`src/rtl/bulk_sync_fifo.sv`:
```
// Single-clock FIFO for the USB-to-SD bulk datapath: occupancy count, programmable
// almost-full/almost-empty, sticky overflow/underflow, flush, optional FWFT read.
module bulk_sync_fifo #(
   parameter int unsigned DATA_W    = 8,
   parameter int unsigned DEPTH     = 64,
   parameter int unsigned AF_THRESH = 60,
   parameter int unsigned AE_THRESH = 4,
   parameter int unsigned FWFT      = 0
) (
   input  logic                     clk,
   input  logic                     n_rst,
   input  logic                     clear,
   input  logic                     w_enable,
   input  logic [DATA_W-1:0]        w_data,
   input  logic                     r_enable,
   output logic [DATA_W-1:0]        r_data,
   output logic                     full,
   output logic                     empty,
   output logic                     almost_full,
   output logic                     almost_empty,
   output logic [$clog2(DEPTH):0]   count,
   output logic                     overflow,
   output logic                     underflow
);

   localparam int unsigned ADDR_W = $clog2(DEPTH);
   localparam int unsigned CNT_W  = ADDR_W + 1;

   localparam logic [CNT_W-1:0] DepthC = CNT_W'(DEPTH);
   localparam logic [CNT_W-1:0] AfC    = CNT_W'(AF_THRESH);
   localparam logic [CNT_W-1:0] AeC    = CNT_W'(AE_THRESH);

   logic [DATA_W-1:0] mem [DEPTH];
   logic [ADDR_W-1:0] wr_ptr_q, rd_ptr_q;
   logic [CNT_W-1:0]  count_q, count_d;
   logic              overflow_q, underflow_q;
   logic              rd_acc, wr_acc;

   always_comb begin
      empty        = (count_q == '0);
      full         = (count_q == DepthC);
      almost_full  = (count_q >= AfC);
      almost_empty = (count_q <= AeC);
      count        = count_q;
      overflow     = overflow_q;
      underflow    = underflow_q;
   end

   // A write into a full FIFO only fits if a pop frees a slot in the same cycle.
   always_comb begin
      rd_acc = r_enable & ~empty;
      wr_acc = w_enable & (~full | rd_acc);
   end

   always_comb begin
      count_d = count_q;
      if (wr_acc && !rd_acc) begin
         count_d = count_q + CNT_W'(1);
      end else if (rd_acc && !wr_acc) begin
         count_d = count_q - CNT_W'(1);
      end
   end

   always_ff @(posedge clk) begin
      if (!n_rst || clear) begin
         wr_ptr_q    <= '0;
         rd_ptr_q    <= '0;
         count_q     <= '0;
         overflow_q  <= 1'b0;
         underflow_q <= 1'b0;
      end else begin
         if (wr_acc) begin
            wr_ptr_q <= wr_ptr_q + ADDR_W'(1);
         end
         if (rd_acc) begin
            rd_ptr_q <= rd_ptr_q + ADDR_W'(1);
         end
         count_q     <= count_d;
         overflow_q  <= overflow_q | (w_enable & ~wr_acc);
         underflow_q <= underflow_q | (r_enable & empty);
      end
   end

   // Storage is deliberately left unreset.
   always_ff @(posedge clk) begin
      if (n_rst && !clear && wr_acc) begin
         mem[wr_ptr_q] <= w_data;
      end
   end

   if (FWFT == 0) begin : g_reg_read
      logic [DATA_W-1:0] r_data_q;

      // Flush keeps the last word visible; only reset zeroes it.
      always_ff @(posedge clk) begin
         if (!n_rst) begin
            r_data_q <= '0;
         end else if (!clear && rd_acc) begin
            r_data_q <= mem[rd_ptr_q];
         end
      end

      assign r_data = r_data_q;
   end else begin : g_fwft_read
      assign r_data = empty ? '0 : mem[rd_ptr_q];
   end

endmodule

```
`config.mk`:
```
export PLATFORM = sky130hd
export DESIGN_NAME = bulk_sync_fifo
export DESIGN_NICKNAME = d
export VERILOG_FILES = /design/src/rtl/bulk_sync_fifo.sv
export SDC_FILE = /design/constraint.sdc
export NUM_CORES = 1
export LEC_CHECK = 0
export CORE_MARGIN = 2
export CORE_UTILIZATION = 62
export CTS_CLUSTER_DIAMETER = 50
export CTS_CLUSTER_SIZE = 30
export DETAILED_ROUTE_END_ITERATION = 10
export PLACE_DENSITY_LB_ADDON = 0.05
export SYNTH_ARGS = -nofsm -noshare
export SYNTH_HDL_FRONTEND = slang
export SYNTH_SLANG_ARGS = --single-unit
export TNS_END_PERCENT = 5
```
`constraint.sdc`:
```
create_clock -name clk -period 3.4 [get_ports clk]
set_clock_uncertainty 0.15 [all_clocks]
set_input_delay 0.68 -clock clk [delete_from_list [all_inputs] [get_ports clk]]
set_output_delay 0.68 -clock clk [all_outputs]
set_load 0.03 [all_outputs]
```
==> impl_metrics.env <==
export IMPL_run_status="complete, no violations"
export IMPL_synth_lib_cells_used_distinct=57
export IMPL_finalHoldWorstSlack_ns=0.3031
export IMPL_clock_root_buffer="sky130_fd_sc_hd__clkbuf_16"
export IMPL_ys_warn_count=0
export IMPL_crit_path_end_kind="output port"
export IMPL_post_synth_and_or_nand_nor_area_fraction=0.03727
export IMPL_synthTopCellsByCount="512 x sky130_fd_sc_hd__edfxtp_1, 95 x sky130_fd_sc_hd__mux4_2, 88 x sky130_fd_sc_hd__nor2_1"
export IMPL_muxShareOfSynthArea=0.1432
export IMPL_worstPathRequired_ns=2.57
export IMPL_holdPathStages=1
export IMPL_tns_setup_ns=0
export IMPL_routed_via_count=10980
export IMPL_synth_area_leaders="sky130_fd_sc_hd__edfxtp_1 72%, sky130_fd_sc_hd__mux4_2 10%, sky130_fd_sc_hd__mux2i_1 3.3%"
export IMPL_yosys_area_share_adder=0.006182
export IMPL_setup_repair_after_global_routing_missed_its_margin="false"
export IMPL_cap_violations=0
export IMPL_cp_max_fo=7
export IMPL_floorplan_initialDensity=0.6257
export IMPL_async_reset_ff_frac=0
export IMPL_cell_with_the_most_instances_after_synthesis="sky130_fd_sc_hd__edfxtp_1"
export IMPL_critical_path_startpoint="count[0]"
export IMPL_worst_endpoint_arrival_ns=2.36
export IMPL_die_height_um=190.0
export IMPL_area_growth_synth_to_final_pct=12.97
export IMPL_synth_area_in_compound_gates=0.04415
export IMPL_die_footprint_mm2=0.03611
export IMPL_sequential_to_total_area_share_from_yosys_stat=0.7437
export IMPL_synth_flop_cell="sky130_fd_sc_hd__edfxtp_1"
export IMPL_minimum_period_implied_by_the_final_worst_setup_slack_ns=3.186
export IMPL_global_route_wire_length_before_repair_mm=69.57
export IMPL_grt_total_usage=0.2664
export IMPL_slew_headroom=0.3655
export IMPL_power_static_leakage_nw=7.676
export IMPL_synth_edff_count=512
export IMPL_tightestPinTransition_ns=0.9518
export IMPL_grt_remaining_overflow=0
export IMPL_drt_pass1_iter_count=5
export IMPL_io_buffers=33
export IMPL_standard_cell_row_count=68
export IMPL_fraction_of_layout_cells_with_a_size_suffix_above_1=0.2567
export IMPL_nNetsFinal=1271
export IMPL_antenna_found_initial=0
export IMPL_gp_routability_congestion=0.8607
export IMPL_synth_xor_xnor_area_share=0.005307
export IMPL_die_x_um=190.0
export IMPL_drt_vias_per_instance=6.336
export IMPL_detailed_place_hpwl_mm=30.27
export IMPL_syn_cell_area_mm2=0.02145
export IMPL_grt_max_degree=65
export IMPL_max_clock_path_buffers=3
export IMPL_antenna_violating_nets_post_route=0
export IMPL_main_combinational_cell_family_by_area_after_synthesis="multiplexers"
export IMPL_number_of_ports_placed_on_the_die_boundary=34
export IMPL_hold_path_startpoint="w_data[5]"
export IMPL_synthesis_nets=1127
export IMPL_timing_rr_start="rd_ptr_q[1]"
export IMPL_drt_wl_total_mm=46.58
export IMPL_crit_path_start_kind="flip-flop"
export IMPL_layout_worst_path_cycle_share=0.9372
export IMPL_clkSlewWorstSetupHoldPaths_ns=0.07
export IMPL_hold_class="input port to flip-flop"
export IMPL_num_fill_cells=2172
export IMPL_initialDrtViolationCount=1132
export IMPL_route_detailed_drc=0
export IMPL_finalMaxSlewViolations=0
export IMPL_cts_resized_gates=0
export IMPL_via_count_of_the_first_global_routing_pass=10988
export IMPL_tritoncts_num_buffers=41
export IMPL_cts_htree_levels=2
export IMPL_cts_tree="done"
export IMPL_dpl_cell_area_mm2=0.02294
export IMPL_clock_latency_ns=0.54
export IMPL_number_of_cells_produced_by_synthesis=1104
export IMPL_synth_top_area_share=0.7166
export IMPL_core_area_mm2=0.03429
export IMPL_pwr_cell_area_mw_per_mm2=604.6
export IMPL_cts_hold_fix_buffers=0
export IMPL_final_hold_violation_count=0
export IMPL_setup_violations_final=0
export IMPL_antennaDiodeCount=0
export IMPL_r2r_worst_path_cells=7
export IMPL_fin_area_mm2=0.02424
export IMPL_achievable_frequency_mhz=313.8
export IMPL_wl_per_cell_um=26.88
export IMPL_rrSetupSlack_ns=0.25
export IMPL_timing_worst_setup_path_type="flip-flop to output port"
export IMPL_cts_setup_buffers=0
export IMPL_syn_avg_cell_area_um2=19.43
export IMPL_ys_seq_elements=541
export IMPL_ir_worst_vdd_mv=0.8606
export IMPL_clock_sinks=541
export IMPL_synth_largest_area_cell="sky130_fd_sc_hd__edfxtp_1"
-- cell usage in the layout, fill, tap and decap left out, drive strengths merged, types with 16 or more instances in the layout --
cell type      count
a21oi             18
buf              136
clkbuf            45
clkdlybuf4s50     25
dfxtp             29
edfxtp           512
inv               19
mux2i             71
mux4              97
nand2             16
nor2              88
nor3              17
o221ai            24
-- worst max-delay path, stage by stage (launching register included) --
cell                              delay (ns)
sky130_fd_sc_hd__dfxtp_1                0.40
sky130_fd_sc_hd__or4_1                  0.55
sky130_fd_sc_hd__nor2_1                 0.17
sky130_fd_sc_hd__clkdlybuf4s50_1        0.70
-- report_power, final --
| part | internal [mW] | total, mW | leakage, nW | switching, mW |
|---|---|---|---|---|
| sequential | 7.35 | 7.49 | 4.84 | 0.144 |
| clock | 2.33 | 4.68 | 0.624 | 2.35 |
| combinational | 1.15 | 2.48 | 2.21 | 1.33 |
| total | 10.8 | 14.7 | 7.68 | 3.83 |
-- routing by layer --
| layer | vias up | wire (um) | GRT usage |
|---|---|---|---|
| met5 | - | 0 | 0 |
| met4 | 0 | 1138 | 0.07275 |
| met3 | 81 | 3015 | 0.03966 |
| met2 | 374 | 22590 | 0.4252 |
| met1 | 5715 | 19830 | 0.3930 |
| li1 | 4810 | - | - |
-- path summary, 6_finish.rpt --
check | end
worst max-delay path | empty
worst min-delay path | mem[36][5]
worst max register to register | r_data[0]
worst min register to register | underflow
-- flip-flops by register name, indices dropped and copies added (netlist names) --
signal	flops
overflow	1
wr_ptr_q	6
r_data	8
count	7
underflow	1
rd_ptr_q	6
mem	512
-- per-stage QoR --
step / power [mW] / util / worst slack (ns) / cells
after CTS: 14.75 / 0.7069 / 0.1963 / 1733
after detailed placement: 10.13 / 0.6692 / 0.04493 / 1660
after global routing: 15.17 / 0.7069 / 0.1246 / 1733
after global placement: 10.10 / 0.6692 / 0.1180 / 1660
final: 14.65 / 0.7069 / 0.2136 / 1733
after floorplan: 9.416 / - / 0.4296 / 1104
-- final cells by class --
type	instances	area (um2)	area share
tap	455	569.3	0.02349
multi-input combinational	495	5067	0.2091
inverter	8	30.03	0.001239
clock buffer	45	1041	0.04295
sequential	541	15960	0.6587
clock inverter	28	251.5	0.01038
timing repair buffer	161	1314	0.05420
-- cell families after synthesis --
family	Yosys count
xor gates and xnor gates	13
AOI/OAI and AO/OA	118
muxes	183
and+or+nand+nor	171
adders and majority gates	10
DFF	541
buffers and inverters	68
Note: power is estimated with default switching activity, not from simulation.
